$ cat src/rtl/ram_sync_if.sv
// Request/response bundle for the single-port synchronous RAM.
// The master drives address, data, mask and strobes; the RAM answers with
// registered read data, a read-valid strobe and a busy flag.
interface ram_sync_if #(
  parameter int DATA_W = 8,
  parameter int ADDR_W = 2
);
  logic [ADDR_W-1:0] addr;
  logic [DATA_W-1:0] wdata;
  logic [DATA_W-1:0] wmask;
  logic              we;
  logic              re;
  logic [DATA_W-1:0] rdata;
  logic              rvalid;
  logic              busy;

  modport master (
    output addr, wdata, wmask, we, re,
    input  rdata, rvalid, busy
  );

  modport slave (
    input  addr, wdata, wmask, we, re,
    output rdata, rvalid, busy
  );
endinterface

$ cat src/rtl/ram_sync.sv
// Parametrised single-port synchronous RAM with per-bit write mask,
// write-first read-during-write, registered read data with a valid strobe
// and an optional zero-fill sequence that runs after every reset.
module ram_sync #(
  parameter int DATA_W         = 8,
  parameter int ADDR_W         = 2,
  parameter bit CLEAR_ON_RESET = 1'b1
) (
  input  logic        clk,
  input  logic        rst,
  ram_sync_if.slave   bus
);
  localparam int DEPTH = 1 << ADDR_W;

  typedef enum logic {
    IDLE  = 1'b0,
    CLEAR = 1'b1
  } state_t;

  state_t            state, state_next;
  logic [ADDR_W-1:0] ptr, ptr_next;
  logic              clr_we;
  logic              idle;
  logic [DATA_W-1:0] merged;
  logic [DATA_W-1:0] rdata_q;
  logic              rvalid_q;

  logic [DATA_W-1:0] mem [DEPTH];

  assign idle   = (state == IDLE);
  // Word as it looks after this cycle's masked write; also the write-first read value.
  assign merged = (mem[bus.addr] & ~bus.wmask) | (bus.wdata & bus.wmask);

  // State register and clear pointer.
  always_ff @(posedge clk) begin
    if (rst) begin
      state <= CLEAR_ON_RESET ? CLEAR : IDLE;
      ptr   <= '0;
    end else begin
      // NOTE: clocked state uses non-blocking assignments so every register samples pre-edge values.
      state <= state_next;
      ptr   <= ptr_next;
    end
  end

  // Next-state logic: walk the pointer through every word, then go idle.
  always_comb begin
    // NOTE: every output of this block gets a default first, so no path can infer a latch.
    state_next = state;
    ptr_next   = ptr;
    clr_we     = 1'b0;
    unique case (state)
      CLEAR: begin
        clr_we   = 1'b1;
        ptr_next = ptr + 1'b1;
        if (ptr == ADDR_W'(DEPTH - 1)) state_next = IDLE;
      end
      IDLE: ;
      default: state_next = IDLE;
    endcase
  end

  // Storage array: zero-fill while clearing, masked write while idle.
  always_ff @(posedge clk) begin
    // NOTE: the array has no reset branch; reset only starts the clear walk, so it maps onto plain RAM.
    if (!rst) begin
      if (clr_we) begin
        mem[ptr] <= '0;
      end else if (idle && bus.we) begin
        mem[bus.addr] <= merged;
      end
    end
  end

  // Registered read path; rdata holds its last value when no read happens.
  always_ff @(posedge clk) begin
    if (rst) begin
      rdata_q  <= '0;
      rvalid_q <= 1'b0;
    end else begin
      rvalid_q <= idle && bus.re;
      if (idle && bus.re) begin
        rdata_q <= bus.we ? merged : mem[bus.addr];
      end
    end
  end

  assign bus.rdata  = rdata_q;
  assign bus.rvalid = rvalid_q;
  assign bus.busy   = (state == CLEAR);
endmodule

$ cat src/flat_wrapper.sv
// flat-port wrapper written by rule: the top's interface ports become plain ports
module ram_sync_flat 
#(
  parameter int DATA_W         = 8,
  parameter int ADDR_W         = 2,
  parameter bit CLEAR_ON_RESET = 1'b1
)
  (clk, rst, bus_addr, bus_wdata, bus_wmask, bus_we, bus_re, bus_rdata, bus_rvalid, bus_busy);
  ram_sync_if #(.DATA_W(DATA_W), .ADDR_W(ADDR_W)) bus_i ();
  input  logic clk;
  input  logic rst;
  input wire logic [$bits(bus_i.addr)-1:0] bus_addr;
  input wire logic [$bits(bus_i.wdata)-1:0] bus_wdata;
  input wire logic [$bits(bus_i.wmask)-1:0] bus_wmask;
  input wire logic [$bits(bus_i.we)-1:0] bus_we;
  input wire logic [$bits(bus_i.re)-1:0] bus_re;
  output wire logic [$bits(bus_i.rdata)-1:0] bus_rdata;
  output wire logic [$bits(bus_i.rvalid)-1:0] bus_rvalid;
  output wire logic [$bits(bus_i.busy)-1:0] bus_busy;
  assign bus_i.addr = bus_addr;
  assign bus_i.wdata = bus_wdata;
  assign bus_i.wmask = bus_wmask;
  assign bus_i.we = bus_we;
  assign bus_i.re = bus_re;
  assign bus_rdata = bus_i.rdata;
  assign bus_rvalid = bus_i.rvalid;
  assign bus_busy = bus_i.busy;
  ram_sync #(.DATA_W(DATA_W), .ADDR_W(ADDR_W), .CLEAR_ON_RESET(CLEAR_ON_RESET)) u_core (.clk(clk), .rst(rst), .bus(bus_i));
endmodule
$ cat config.mk
export PLATFORM = sky130hd
export DESIGN_NAME = ram_sync_flat
export DESIGN_NICKNAME = d
export VERILOG_FILES = /design/src/rtl/ram_sync_if.sv /design/src/rtl/ram_sync.sv /design/src/flat_wrapper.sv
export SDC_FILE = /design/constraint.sdc
export NUM_CORES = 1
export LEC_CHECK = 0
export ABC_AREA = 1
export CORE_MARGIN = 2
export CORE_UTILIZATION = 50
export DETAILED_ROUTE_END_ITERATION = 8
export PLACE_DENSITY_LB_ADDON = 0.15
export SYNTH_ARGS = -nofsm -noshare
export SYNTH_HDL_FRONTEND = slang
export SYNTH_SLANG_ARGS = --single-unit
$ cat constraint.sdc
create_clock -name clk -period 3.5 [get_ports clk]
set_clock_uncertainty 0.15 [all_clocks]
set_input_delay 0.525 -clock clk [delete_from_list [all_inputs] [get_ports clk]]
set_output_delay 0.525 -clock clk [all_outputs]
set_load 0.05 [all_outputs]
==> key figures <==
Floorplan
  • Die span in y: 71.2 um
  • I/O pin cnt: 32
  • Row cnt: 24
  • Die Wd: 71.2 um
  • Initial core utilization: 51.8%
  • Die area: 5070 sq um
  • Total core area: 4350 sq um

Cells and area
  • Commonest non-fill, non-tap cells in the layout: nand2_1 (44), edfxtp_1 (32), clkdlybuf4s50_1 (31)
  • Nets: 280
  • Post-layout util: 61.3%
  • Layout cells sized above 1: 27.9%
  • Non-Filler Instances: 310
  • Most common cell after layout, fill and taps aside: nand2_1
  • Antenna Cells: 0
  • P&R area growth vs syn: 18.2%

Clock network
  • Max clock buf depth: 2
  • Post-cts resize count: 0
  • CTS tree: done
  • Clock tree sinks: 44
  • Root buf cell: clkbuf_8
  • Worst-path clk slew: 0.08 ns
  • H-tree depth: 2
  • Total setup buffers inserted after CTS: 0
  • Inserted Clock Buffers: 5
  • Worst skew pair latency: 0.30 ns
  • Post-CTS Hold Buffers: 0

Setup path
  • CP Depth: 6
  • R2r startpoint: u_core.bus.busy$_SDFF_PP1_
  • Crit path top cell by count: inv_1
  • Req. time, crit path: 3.28 ns
  • Cell family with most CP delay: buffers and inverters
  • Critical path, cell by cell: clkdlybuf4s50_1 > inv_1 > nand3_4 > o21ai_1 > inv_1 > nor2_1
  • Worst reg2reg path depth: 5
  • Arr. time, crit path: 2.38 ns
  • Startpoint class of the critical path: primary input
  • CP max FO: 13
  • Crit path largest cell delay: 0.54 ns
  • Crit-path slowest cell: nor2_1
  • CP endpoint: u_core.mem[3][1]$_DFFE_PP_
  • Critical path startpoint: rst
  • Reg2reg end: u_core.mem[3][1]$_DFFE_PP_
  • Reg2Reg Setup Slack: 1.47 ns
  • CP Buf/Inv Count: 3
  • Crit Path Category: primary input to flip-flop
  • Crit. End Element: flip-flop

Placed design
  • Number of port buffers: 31
  • Place WS: 0.586 ns
  • Hpwl dp: 3430 um
  • Inst Count DP: 302
  • RD Place Congestion: 0.866

GRT
  • Initial antenna violation count: 0
  • GR Overflow Total: 0
  • First-pass GRT wire length: 7490 um
  • Vias in the first global route: 1,512
  • Total GRT Usage: 20.1%
  • Largest net degree at the start of global routing: 19

STA
  • RSZ-0062 raised after global routing: false
  • Final TNS setup: 0 ns
  • FMAX: 385 MHz
  • Fin crit share: 74.2%
  • Tmin final: 2.60 ns
  • Endpoints failing setup: 0
  • Worst Tran Pin Value: 0.680 ns
  • Hold Violations, Final: 0
  • Slew HR: 54.5%
  • Final Max Slew Viols: 0
  • Final worst slack: 0.905 ns

Route
  • Post-route ant nets: 0
  • First-pass DRT Iterations: 4
  • First DRT Iteration DRCs: 103
  • Via count: 1,586
  • Routed WL per cell: 15.0 um
  • Routed wire length: 4650 um
  • Drt drc: 0
  • Routed vias/inst: 5.12

Logic synthesis
  • Seq cells post-synth: 44
  • Syn nets: 247
  • Dominant cell type by area after synthesis: edfxtp_1
  • Synth Area per Inst: 10.1 sq um
  • Sequential cell area fraction in the yosys report: 53.2%
  • Top post-synthesis cells by area: edfxtp_1 (43%), dfxtp_1 (11%), nand2_1 (7.3%)
  • Yosys warning count: 0
  • Top-area cell type share of the netlist area: 42.6%
  • Cell variety after synth: 25
  • Post-Syn Instances: 224
  • Post-Synthesis Cell Area: 2260 sq um

Run
  • Max-cap violations: 0

Power
  • Cell Pwr Density: 449 nW/um^2
  • Worst-case vdd ir drop: 0.333 mV
  • Cell leakage power: 1.13 nW

Status
  • Status: complete, no violations

Min path
  • HP Class: flip-flop to flip-flop
[worst register-to-register path, cell delays in order, from the launching register on]
cell	delay, ns
dfxtp_1	0.36
inv_2	0.12
nand3_4	0.16
o21ai_1	0.24
inv_1	0.08
nor2_1	0.54
[layout make-up]
type                       instances  area, sq um
multi-input combinational        149          887
clock buffer                       5         68.8
sequential                        44         1200
tap                               52         65.1
clock inverter                     3         18.8
timing repair buffer              34          333
fill                             390         1690
inverter                          23         93.8
[flip-flops by register name, indices dropped and copies added, names as in the netlist]
| register | count |
|---|---|
| u_core.ptr | 2 |
| u_core.mem | 32 |
| u_core.bus.rdata | 8 |
| u_core.bus.busy | 1 |
| u_core.bus.rvalid | 1 |
[per-stage QoR]
| step | instance area (sq um) | hold WS (ns) | power [mW] |
|---|---|---|---|
| finish | 2670 | 0.407 | 1.20 |
| global route | 2670 | 0.450 | 1.24 |
| CTS | 2670 | 0.414 | 1.20 |
| detailed placement | 2580 | 0.390 | 0.896 |
| global placement | 2580 | 0.392 | 0.896 |
| floorplan | 2260 | 0.354 | 0.823 |
[cells by family (layout without fill, tap and decap cells)]
family | after synthesis | after routing | share of synthesized area [%]
DFF | 44 | 44 | 53.2
xor gates and xnor gates | 1 | 1 | 0.388
AOI/OAI and AO/OA | 22 | 22 | 6.32
and+or+nand+nor | 125 | 125 | 32.0
adders and majority gates | 1 | 1 | 0.554
buffers and inverters | 31 | 65 | 7.48
[Yosys cell counts, drive strengths merged]
library cell / count
nor2: 16
xnor2: 1
buf: 7
nand3: 33
or2: 8
clkbuf: 1
ha: 1
o21ai: 12
o211ai: 1
nand2: 68
a21oi: 9
edfxtp: 32
inv: 23
dfxtp: 12
[power breakdown]
group,internal (mW),switching [mW]
registers,0.613,0.0223
logic,0.0909,0.159
clock network,0.138,0.175
total,0.842,0.356
[routing by layer]
metal	track usage, %	wire length, um
met5	0	0
met4	9.43	138
met3	4.84	279
met2	29.5	2080
met1	28.1	2140
[worst min-delay path by stage]
| stage | start | cells past startpoint | slack, ns | endpoint |
|---|---|---|---|---|
| after CTS | u_core.bus.rdata[6]$_SDFFE_PP0P_ | 2 | 0.41 | u_core.bus.rdata[6]$_SDFFE_PP0P_ |
| after floorplan | u_core.ptr[0]$_SDFFE_PP0P_ | 2 | 0.35 | u_core.ptr[0]$_SDFFE_PP0P_ |
| final | u_core.bus.rdata[6]$_SDFFE_PP0P_ | 2 | 0.41 | u_core.bus.rdata[6]$_SDFFE_PP0P_ |
| after global placement | u_core.bus.rdata[7]$_SDFFE_PP0P_ | 2 | 0.39 | u_core.bus.rdata[7]$_SDFFE_PP0P_ |
| after global routing | u_core.ptr[0]$_SDFFE_PP0P_ | 2 | 0.45 | u_core.ptr[0]$_SDFFE_PP0P_ |
| after detailed placement | u_core.bus.rdata[6]$_SDFFE_PP0P_ | 2 | 0.39 | u_core.bus.rdata[6]$_SDFFE_PP0P_ |
(Power assumes the default switching activity.)
